**src/rtl/auth_pkg.sv**
```systemverilog
// Shared types and constants for the credential-entry controller.
// Holds the FSM encoding, access-level codes and credential field positions.
package auth_pkg;

  typedef enum logic [2:0] {
    ST_IDLE      = 3'd0,
    ST_WAIT_PASS = 3'd1,
    ST_CHECK     = 3'd2,
    ST_GRANTED   = 3'd3,
    ST_LOCKED    = 3'd4
  } state_e;

  localparam logic [1:0] LVL_NONE = 2'd0;
  localparam logic [1:0] LVL_3    = 2'd1;
  localparam logic [1:0] LVL_2    = 2'd2;
  localparam logic [1:0] LVL_1    = 2'd3;

  localparam int USER_MSB = 5;
  localparam int PASS_MSB = 2;

  // Highest asserted comparator bit wins; AUT1 is the strongest grant.
  function automatic logic [1:0] aut_to_level(input logic [2:0] aut);
    if (aut[2])      return LVL_1;
    else if (aut[1]) return LVL_2;
    else if (aut[0]) return LVL_3;
    else             return LVL_NONE;
  endfunction

endpackage

```
**src/rtl/rise_edge_detect.sv**
```systemverilog
// Rising-edge pulse from a synchronous level; prev flop resets high so a
// level held through reset release never produces a pulse.
module rise_edge_detect (
  input  logic clk,
  input  logic rst,
  input  logic level_i,
  output logic pulse_o
);

  logic prev_q;

  always_ff @(posedge clk or posedge rst) begin
    if (rst) prev_q <= 1'b1;
    else     prev_q <= level_i;
  end

  assign pulse_o = level_i & ~prev_q;

endmodule

```
**src/rtl/auth_credential_entry.sv**
```systemverilog
// Collects user code and password, checks them against the comparator result,
// then runs the granted session with inactivity timeout and failed-attempt lockout.
module auth_credential_entry
  import auth_pkg::*;
#(
  parameter int LOCK_CYCLES    = 1000,
  parameter int SESSION_CYCLES = 5000,
  parameter int MAX_FAILS      = 3
) (
  input  logic       clk,
  input  logic       rst,
  input  logic [2:0] sw_code,
  input  logic       btn_enter,
  input  logic       btn_logout,
  output logic [5:0] cred,
  input  logic [2:0] aut,
  output logic [1:0] access_level,
  output logic       session_active,
  output logic       locked,
  output logic [1:0] fail_count,
  output logic       auth_ok,
  output logic       auth_fail
);

  localparam int TMAX = (LOCK_CYCLES > SESSION_CYCLES) ? LOCK_CYCLES : SESSION_CYCLES;
  localparam int TW   = $clog2(TMAX);

  state_e          state_q, state_d;
  logic [2:0]      user_q, user_d;
  logic [2:0]      pass_q, pass_d;
  logic [TW-1:0]   timer_q, timer_d;
  logic [1:0]      level_q, level_d;
  logic [1:0]      fails_q, fails_d;
  logic            ok_q, ok_d;
  logic            fail_q, fail_d;
  logic            enter_evt, logout_evt;
  logic [1:0]      fail_inc;
  logic [TW-1:0]   timer_inc;
  logic            lock_done, session_done;

  rise_edge_detect u_enter_edge (
    .clk     (clk),
    .rst     (rst),
    .level_i (btn_enter),
    .pulse_o (enter_evt)
  );

  rise_edge_detect u_logout_edge (
    .clk     (clk),
    .rst     (rst),
    .level_i (btn_logout),
    .pulse_o (logout_evt)
  );

  assign fail_inc     = fails_q + 2'd1;
  assign timer_inc    = (timer_q == {TW{1'b1}}) ? timer_q : timer_q + 1'b1;
  assign lock_done    = (timer_q == TW'(LOCK_CYCLES - 1));
  assign session_done = (timer_q == TW'(SESSION_CYCLES - 1));

  always_ff @(posedge clk or posedge rst) begin
    if (rst) state_q <= ST_IDLE;
    else     state_q <= state_d;
  end

  always_comb begin
    state_d = state_q;
    case (state_q)
      ST_IDLE:      if (enter_evt) state_d = ST_WAIT_PASS;
      ST_WAIT_PASS: begin
        if (logout_evt)     state_d = ST_IDLE;
        else if (enter_evt) state_d = ST_CHECK;
      end
      ST_CHECK: begin
        if (aut != 3'd0)                    state_d = ST_GRANTED;
        else if (int'(fail_inc) == MAX_FAILS) state_d = ST_LOCKED;
        else                                state_d = ST_IDLE;
      end
      ST_GRANTED: begin
        if (logout_evt)                       state_d = ST_IDLE;
        else if (!enter_evt && session_done)  state_d = ST_IDLE;
      end
      ST_LOCKED:    if (lock_done) state_d = ST_IDLE;
      default:      state_d = ST_IDLE;
    endcase
  end

  // Timer is zero outside GRANTED/LOCKED, so entry to either starts it at 0.
  always_comb begin
    user_d  = user_q;
    pass_d  = pass_q;
    timer_d = '0;
    level_d = level_q;
    fails_d = fails_q;
    ok_d    = 1'b0;
    fail_d  = 1'b0;
    case (state_q)
      ST_IDLE:      if (enter_evt) user_d = sw_code;
      ST_WAIT_PASS: if (!logout_evt && enter_evt) pass_d = sw_code;
      ST_CHECK: begin
        if (aut != 3'd0) begin
          level_d = aut_to_level(aut);
          fails_d = 2'd0;
          ok_d    = 1'b1;
        end else begin
          fails_d = fail_inc;
          fail_d  = 1'b1;
        end
      end
      ST_GRANTED: begin
        timer_d = enter_evt ? '0 : timer_inc;
        if (state_d == ST_IDLE) level_d = LVL_NONE;
      end
      ST_LOCKED: begin
        timer_d = timer_inc;
        if (state_d == ST_IDLE) fails_d = 2'd0;
      end
      default: ;
    endcase
    if (state_d == ST_IDLE && state_q != ST_IDLE) begin
      user_d = 3'd0;
      pass_d = 3'd0;
    end
  end

  always_ff @(posedge clk or posedge rst) begin
    if (rst) begin
      user_q  <= 3'd0;
      pass_q  <= 3'd0;
      timer_q <= '0;
      level_q <= LVL_NONE;
      fails_q <= 2'd0;
      ok_q    <= 1'b0;
      fail_q  <= 1'b0;
    end else begin
      user_q  <= user_d;
      pass_q  <= pass_d;
      timer_q <= timer_d;
      level_q <= level_d;
      fails_q <= fails_d;
      ok_q    <= ok_d;
      fail_q  <= fail_d;
    end
  end

  always_comb begin
    session_active = (state_q == ST_GRANTED);
    locked         = (state_q == ST_LOCKED);
  end

  assign cred[USER_MSB -: 3] = user_q;
  assign cred[PASS_MSB -: 3] = pass_q;
  assign access_level        = level_q;
  assign fail_count          = fails_q;
  assign auth_ok             = ok_q;
  assign auth_fail           = fail_q;

endmodule

```
**config.mk**
```make
export PLATFORM = sky130hd
export DESIGN_NAME = auth_credential_entry
export DESIGN_NICKNAME = d
export VERILOG_FILES = /design/src/rtl/auth_pkg.sv /design/src/rtl/rise_edge_detect.sv /design/src/rtl/auth_credential_entry.sv
export SDC_FILE = /design/constraint.sdc
export NUM_CORES = 1
export LEC_CHECK = 0
export BUFFER_PORTS_ARGS = -buffer_cell sky130_fd_sc_hd__buf_2
export CAP_MARGIN = 20
export CORE_UTILIZATION = 50
export CTS_CLUSTER_SIZE = 12
export DETAILED_ROUTE_END_ITERATION = 6
export PLACE_DENSITY_LB_ADDON = 0.25
export SETUP_SLACK_MARGIN = 0.1
export SLEW_MARGIN = 20
export SYNTH_ARGS = -nofsm -noshare
export SYNTH_HDL_FRONTEND = slang
export SYNTH_HIERARCHICAL = 1
export SYNTH_SLANG_ARGS = --single-unit
```
**constraint.sdc**
```tcl
create_clock -name clk -period 1.57 [get_ports clk]
set_input_delay 0.157 -clock clk [delete_from_list [all_inputs] [get_ports clk]]
set_output_delay 0.157 -clock clk [all_outputs]
set_load 0.1 [all_outputs]
```
==> impl_metrics.toml <==
[timing]
maxSlewHeadroom_pct = 68.32
worst_pin_slew_ns = 0.4716
fmax_mhz = 622.3
setup_repair_after_global_routing_missed_its_margin = "true"
tns_ns = -0.08770
setup_viol_count_final = 4
fin_skew_ns = 0.007941
final_min_period_over_clock_period_pct = 102.4
fin_crit_ns = 1.607
hold_ws_ns = 0.1178
timing.final.ws_setup_ns = -0.03704
final-max-slew-violation-count = 0
hold_viol = 0

[yosys]
sequential_share_of_the_synthesized_area_pct = 49.43
synth_cells = 153
synthArstFlopShare_pct = 100.0
number_of_enable_type_register_cells_in_the_synthesized_netlist = 0
synth_nets = 165
postSynthRegisterBits = 30
yosysUniqueCellTypes = 45
synth-warning-count = 6
synthDominantCellAreaShare_pct = 45.98
ys.flop_type = "sky130_fd_sc_hd__dfrtp_1"
syn_area_um2 = 1524
post_synth.cell_area_avg_um2 = 9.961
post-synth-top-area-cell = "sky130_fd_sc_hd__dfrtp_1"
top_area_cells_in_the_synthesized_netlist = "sky130_fd_sc_hd__dfrtp_1 (46%), sky130_fd_sc_hd__mux2i_1 (5.3%), sky130_fd_sc_hd__a21oi_1 (4.9%)"
netlist_top_cells_count = "sky130_fd_sc_hd__dfrtp_1 (28), sky130_fd_sc_hd__a21oi_1 (15), sky130_fd_sc_hd__nand2_1 (12)"
yosys.cell_count.top_type = "sky130_fd_sc_hd__dfrtp_1"

[min_path]
hold_path_class = "in2reg"
worstHoldPathCells = 3
hold_path_startpoint = "sw_code[2]"
min_to = "pass_q[2]$_DFFE_PP0P_"

[setup_path]
critPathSlowestCell = "sky130_fd_sc_hd__or4_4"
timing.critical_path.to_type = "flop"
critPathRequiredTime_ns = 1.84
endpoint_arrival_time_on_the_critical_path_ns = 1.88
slack_of_the_worst_reg_to_reg_path_ns = -0.04
r2r-end = "timer_q[9]$_DFF_PP0_"
crit_chain = "and3_4, nand4_1, or4_4, a21oi_2"
cpPeakStageDelay_ns = 0.57
highest_net_fanout_along_the_worst_path = 5
ff2ff_path_depth = 4
setup.worst_path.class = "reg2reg"
critPathLaunchType = "flop"
worst_r2r_startpoint = "timer_q[0]$_DFF_PP0_"

[clocking]
cts_sinks = 30
ctsLongestPathBuffers = 2
tritoncts = "built"
cts_inserted_buffers = 5
clk_root_buffer_cell = "sky130_fd_sc_hd__clkbuf_4"
cts.htree.levels = 2
cts.clk_slew.worst_paths_ns = 0.10
clk_latency_worst_skew_pair_ns = 0.33

[detailed_routing]
drc_errors = 3
vias_per_cell = 6.089
detailroute.via_count = 1510
drt_wl_total_um = 4198
detailedRoute.firstPassIterationCount = 6
first_iter_violations = 109
routed_wire_per_std_cell_um = 16.93
antenna_violating_nets_post_route = 0

[die]
ioPinCount = 24
design.core.area_um2 = 2829
num_rows = 19
die_area_um2 = 3272
floorplan.die.height_um = 57.21
chipWidth_um = 57.21
effective_utilization_at_floorplan_pct = 53.87

[grt]
grt_max_degree = 29
grt_antenna_before_repair = 0
grt_first_pass_wirelength_um = 6762
grt_usage_pct = 27.48
grt_overflow_total = 0
grt_pass1_vias = 1499

[finish]
drive_gt1_share_pct = 47.47
nNetsFinal = 228
diodes = 0
multi_input_comb_area_um2 = 884.6
sequential_cell_area_um2 = 759.5
instances_no_fill = 248
utilization_pct = 78.15
area_growth_pct = 45.07
final_instance_area_um2 = 2211
fillcell_total = 178

[power]
cell_int_power_mw = 1.614
power_frac_comb_pct = 54.0
report.power.total_mw = 3.246
vdd_drop_max_mv = 0.7345
p_leak_nw = 1.044
cellPowerDensity_nw_per_um2 = 1468
power.share.clock_pct = 15.0
p_seq_share_pct = 31.0
netSwitchingPower_mw = 1.632
netSwitchingFraction_pct = 50.29

[placement]
gp_congestion = 0.8958
portBuffers = 23
dpl-instance-area_um2 = 1909
detailedPlace.worstSlack_ns = -0.05460
place.detailed.instances = 228
place.detailed.hpwl_um = 2879

[flow_run]
max-cap-violations = 0

[outcome]
status = "finished with violations"
violations = "design-rule violations, negative setup slack"
-- worst max path at each step --
stage | start | endpoint | slack, ns
5_1_grt | timer_q[0]$_DFF_PP0_ | timer_q[11]$_DFF_PP0_ | -0.11
4_1_cts | state_q[0]$_DFF_PP0_ | timer_q[11]$_DFF_PP0_ | -0.02
3_3_place_gp | timer_q[1]$_DFF_PP0_ | timer_q[3]$_DFF_PP0_ | -0.009
2_1_floorplan | state_q[0]$_DFF_PP0_ | timer_q[11]$_DFF_PP0_ | -0.11
6_report | timer_q[0]$_DFF_PP0_ | timer_q[9]$_DFF_PP0_ | -0.04
3_5_place_dp | state_q[0]$_DFF_PP0_ | pass_q[1]$_DFFE_PP0P_ | -0.05
-- state kept, by name, indices dropped and copies added, names as in the netlist --
| signal | flops |
|---|---|
| auth_fail | 1 |
| u_logout_edge/prev_q | 1 |
| pass_q | 3 |
| timer_q | 13 |
| u_enter_edge/prev_q | 1 |
| user_q | 3 |
| auth_ok | 1 |
| access_level | 2 |
| state_q | 3 |
| fail_count | 2 |
-- metal layers --
| metal | wire (um) | track usage, % | part of all wire (%) |
|---|---|---|---|
| met5 | 0 | 0 | 0 |
| met4 | 126 | 13.24 | 3.0 |
| met3 | 158 | 7.029 | 3.8 |
| met2 | 2246 | 48.74 | 54 |
| met1 | 1666 | 30.72 | 40 |
-- logic make-up after synthesis --
logic type / share of synthesized area (%)
AND/OR/NAND/NOR: 22.83
AO/OA/AOI/OAI: 17.32
flip-flops: 49.43
buffers and inverters: 3.530
multiplexers: 5.255
adder cells (fa/ha/maj): 1.642
-- layout make-up --
type	instances	share of cell area (%)
Sequential cell	30	34.35
Timing Repair Buffer	59	19.64
Multi-Input combinational cell	111	40.01
Clock buffer	7	2.490
Inverter	9	1.528
Clock inverter	1	0.2264
Tap cell	31	1.754
-- power groups by stage --
stage,combinational [mW],sequential (mW),clock (mW)
6_report,1.75,1.01,0.487
5_1_grt,1.83,1.02,0.528
4_1_cts,1.70,1.00,0.492
3_5_place_dp,1.64,1.02,0
3_3_place_gp,1.61,1.01,0
2_1_floorplan,0.471,1.79,0
-- repair_timing --
item,4_1_cts,5_1_grt
setup buffers,5,4
hold buffers,3,0
endpoints found under the setup margin,23,24
hold endpoints to repair,32,0
gates resized for setup,12,26
pin swaps,3,6
gates cloned,0,0
-- cells in the final DEF (no fill, tap or decap), drive strengths merged, types with 2 or more instances in the layout --
cell type	instances
dfrtp	28
nor3	6
nand4	2
and2	2
and3	2
nand3	4
o22ai	2
ha	2
clkbuf	7
o31ai	2
and4	5
a21oi	15
mux2i	8
buf	56
or4	3
o21ai	10
dlygate4sd3	3
dfstp	2
inv	9
a31oi	6
or3b	2
nand2	12
nor2b	3
nor2	8
-- critical path, delay by kind of cell (launching register included) --
kind,cells,cell delay (ns)
AND/OR/NAND/NOR,3,0.97
flip-flops,1,0.45
AO/OA/AOI/OAI,1,0.13
No activity file was read; power rests on OpenSTA's default activity.
